$ cat config.mk
export PLATFORM = sky130hd
export DESIGN_NAME = shift_register_univ
export DESIGN_NICKNAME = d
export VERILOG_FILES = /design/src/rtl/shift_register_univ.sv
export SDC_FILE = /design/constraint.sdc
export NUM_CORES = 1
export LEC_CHECK = 0
export BUFFER_PORTS_ARGS = -buffer_cell sky130_fd_sc_hd__buf_2
export CAP_MARGIN = 20
export CORE_MARGIN = 2
export CORE_UTILIZATION = 46
export DETAILED_ROUTE_END_ITERATION = 6
export PLACE_DENSITY = 0.77
export SLEW_MARGIN = 15
export SYNTH_ARGS = -nofsm -noshare
export SYNTH_HDL_FRONTEND = slang
export SYNTH_SLANG_ARGS = --single-unit
$ cat constraint.sdc
create_clock -name clk -period 1.91 [get_ports clk]
set_clock_uncertainty 0.05 [all_clocks]
set_input_delay 0.382 -clock clk [delete_from_list [all_inputs] [get_ports clk]]
set_output_delay 0.382 -clock clk [all_outputs]
set_load 0.05 [all_outputs]
$ cat src/rtl/shift_register_univ.sv
// Universal shift register: hold / shift right / shift left / parallel load, with saturating shift counter and done flag (rotate via USR_ROTATE_EN).
// Latency: single cycle; q, cnt and done update on the same rising edge as the command.
// Backpressure: none; en=0 freezes all state, no inputs are ever refused.
module shift_register_univ #(
    parameter int               WIDTH     = 8,
    parameter logic [WIDTH-1:0] RESET_VAL = '0
) (
    input  logic                       clk,
    input  logic                       rst,
    input  logic                       en,
    input  logic [1:0]                 mode,
    input  logic [WIDTH-1:0]           d,
    input  logic                       sin_r,
    input  logic                       sin_l,
`ifdef USR_ROTATE_EN
    input  logic                       rot,
`endif
    output logic [WIDTH-1:0]           q,
    output logic                       sout_r,
    output logic                       sout_l,
    output logic [$clog2(WIDTH+1)-1:0] cnt,
    output logic                       done
);

    localparam int CW = $clog2(WIDTH+1);
    localparam logic [CW-1:0] CNT_MAX = CW'(WIDTH);

    localparam logic [1:0] MODE_HOLD  = 2'b00;
    localparam logic [1:0] MODE_RIGHT = 2'b01;
    localparam logic [1:0] MODE_LEFT  = 2'b10;
    localparam logic [1:0] MODE_LOAD  = 2'b11;

    logic [WIDTH-1:0] q_nxt;
    logic [CW-1:0]    cnt_nxt;
    logic             done_nxt;
    logic             fill_r;
    logic             fill_l;
    logic             shifting;

`ifdef USR_ROTATE_EN
    // Rotation recirculates the bit falling off the opposite end instead of the serial input.
    assign fill_r = rot ? q[0]       : sin_r;
    assign fill_l = rot ? q[WIDTH-1] : sin_l;
`else
    assign fill_r = sin_r;
    assign fill_l = sin_l;
`endif

    always_comb begin
        q_nxt    = q;
        cnt_nxt  = cnt;
        done_nxt = done;
        shifting = 1'b0;
        case (mode)
            MODE_HOLD: ;
            MODE_RIGHT: begin
                q_nxt    = {fill_r, q[WIDTH-1:1]};
                shifting = 1'b1;
            end
            MODE_LEFT: begin
                q_nxt    = {q[WIDTH-2:0], fill_l};
                shifting = 1'b1;
            end
            MODE_LOAD: begin
                q_nxt    = d;
                cnt_nxt  = '0;
                done_nxt = 1'b0;
            end
            default: ;
        endcase
        // Direction-agnostic count, saturating so done stays high while shifting continues.
        if (shifting) begin
            cnt_nxt  = (cnt == CNT_MAX) ? CNT_MAX : cnt + 1'b1;
            done_nxt = (cnt_nxt == CNT_MAX);
        end
    end

    always_ff @(posedge clk) begin
        if (rst) begin
            q    <= RESET_VAL;
            cnt  <= '0;
            done <= 1'b0;
        end else if (en) begin
            q    <= q_nxt;
            cnt  <= cnt_nxt;
            done <= done_nxt;
        end
    end

    assign sout_r = q[0];
    assign sout_l = q[WIDTH-1];

endmodule

==> reports/qor.csv <==
stage,metric,value,unit
drt,viasPerCell,5.63,
cells_and_area,diodes,0,
timing,maxSlewViolCount,0,
power_and_ir_drop,p_leak,0.394,nW
worst_setup_path,critPathMaxFanout,5,
synth,ys_ff_latch,13,
cells_and_area,drive_gt1_share,31.9,%
drt,drtIter0Drc,16,
drt,wl_per_cell,12.6,um
floorplan,core,1520,um2
timing,finalCritPeriodShare,86.2,%
cells_and_area,area_growth,21.8,%
clocking,cts-buffers-inserted,3,
drt,vias,743,
clocking,max-clock-path-buffers,2,
synth,ys_seq_area_share,34.7,%
flow_run,maxCapViolations,0,
cells_and_area,final_nets,137,
timing,fmax,0.608,GHz
clocking,h-tree-depth,1,
synth,synth_area_per_cell,8.44,um2
worst_setup_path,cp.arrival,1.79,ns
worst_setup_path,crit_type,reg2reg,
cells_and_area,layout_commonest_cell,buf_2,
clocking,cts.clk_slew.worst_paths,0.08,ns
status,outcome,completed,
placed_design,io_buffers,29,
synth,syn-instance-count,89,
timing,slew_headroom,72.8,%
cells_and_area,ff_latch_area,262,um2
global_routing,grt.overflow.total,0,
drt,drcViolationCount,0,
cells_and_area,multi_input_area,439,um2
floorplan,num_io_pins,30,
timing,setup_tns,0,ns
drt,routed_wl,1660,um
timing,final_hold_viol_count,0,
global_routing,antenna_found_initial,0,
cells_and_area,fillers,154,
worst_setup_path,cp.required,2.05,ns
power_and_ir_drop,peakVddDrop,458,uV
clocking,clk_latency,0.27,ns
synth,netlist_area,751,um2
timing,holdWs,0.327,ns
clocking,postCtsSetupBuffers,0,
floorplan,die_y,44.4,um
global_routing,grt_pass1_vias,634,
clocking,tritoncts,yes,
cells_and_area,final_util,60.0,%
worst_hold_path,hold_class,in2reg,
drt,drt_pass1_iterations,4,
floorplan,fp-row-count,14,
power_and_ir_drop,p_total,0.641,mW
clocking,cts_sinks,13,
cells_and_area,final_cell_mix,"buf_2 (29), nand2_1 (14), dfxtp_1 (12)",
clocking,cts_resized,0,
placed_design,place_congestion,0.854,
synth,synth_cell_type_count,25,
clocking,cts_hold_buf,0,
worst_setup_path,end_kind,register,
timing,worst_slew_pin_slew,0.409,ns
timing,setup_viol,0,
power_and_ir_drop,p_per_area,701,nW/um2
clocking,root_buffer,clkbuf_4,
synth,synth_warnings,0,
floorplan,initial_core_util,49.3,%
floorplan,die_w,44.4,um
worst_setup_path,critPathLaunchType,register,
floorplan,dieArea,1970,um2
timing,rsz0062_at_grt,no,
global_routing,grt_pass1_wl,2750,um
global_routing,grt_max_degree,21,
global_routing,grt_util_all_layers,18.7,%
timing,period_needed,1.65,ns
placed_design,dp_hpwl,1210,um
synth,synth.net_count,109,
drt,ant_nets,0,
[critical path: stages, from the launching register on]
cell and delay [ns]:
dfxtp_1 0.42, inv_1 0.07, ha_1 0.30, nand4bb_1 0.18, a221o_1 0.29, a221oi_2 0.26
[worst paths after layout]
path	start	end	slack (ns)	depth (start not counted)
worst min register to register	done	done	0.44	2
worst max-delay path	cnt[1]	done	0.26	5
worst min-delay path	sin_r	q[7]	0.33	3
worst max register to register	cnt[1]	done	0.26	5
[through the flow]
stage / cells / setup slack [ns] / cell area, um2
global route: 132 / 0.157 / 915
floorplan: 89 / 0.0635 / 752
detailed placement: 128 / 0.210 / 888
global placement: 128 / 0.264 / 888
finish: 132 / 0.264 / 915
CTS: 132 / 0.277 / 915
[synthesized netlist by cell type (all sizes together)]
cell type,count,area (um2)
nand2,14,52.6
dfxtp,13,260
nor2,9,41.3
a22oi,8,60.1
a311oi,8,70.1
ha,5,62.6
a21oi,4,23.8
buf,4,25.0
inv,4,15.0
clkbuf,3,11.3
nand2b,2,12.5
nand3,2,10.0
nand3b,2,15.0
nor2b,2,12.5
o21ai,2,10.0
a221o,1,10.0
a221oi,1,15.0
a2bb2oi,1,8.76
nand4,1,6.26
nand4bb,1,11.3
o2111ai,1,8.76
xor2,1,8.76
[area by class of cell]
type | count | share of cell area [%]
Sequential cell | 13 | 28.6
Inverter | 4 | 1.64
Tap cell | 16 | 2.19
Timing Repair Buffer | 30 | 16.7
Multi-Input combinational cell | 65 | 48.0
Clock buffer | 4 | 2.87
[sequential cells by signal (all words and copies together), names as in the netlist]
register  count
cnt           4
done          1
q             8
[where the power goes]
| part | switching, mW | leakage (nW) | internal (mW) |
|---|---|---|---|
| logic | 0.122 | 0.272 | 0.0536 |
| clock network | 0.0820 | 0.0150 | 0.0808 |
| registers | 0.0157 | 0.107 | 0.286 |
| total | 0.220 | 0.394 | 0.421 |
[per-layer routing]
layer	share of wire, %	routed length (um)	global-route usage (%)
met1	50	826	24.6
met5	0	0	0
met4	0.42	7	5.45
met3	4.3	72	4.90
met2	45	751	30.3
[cell families (layout without fill, tap and decap cells)]
group / after synthesis / after routing / share of synthesized area (%)
AOI/OAI and AO/OA: 26 / 26 / 27.5
xor gates and xnor gates: 1 / 1 / 1.17
buffers and inverters: 11 / 38 / 6.83
adders and majority gates: 5 / 5 / 8.33
and+or+nand+nor: 33 / 33 / 21.5
DFF: 13 / 13 / 34.7
No activity file was read; power rests on OpenSTA's default activity.
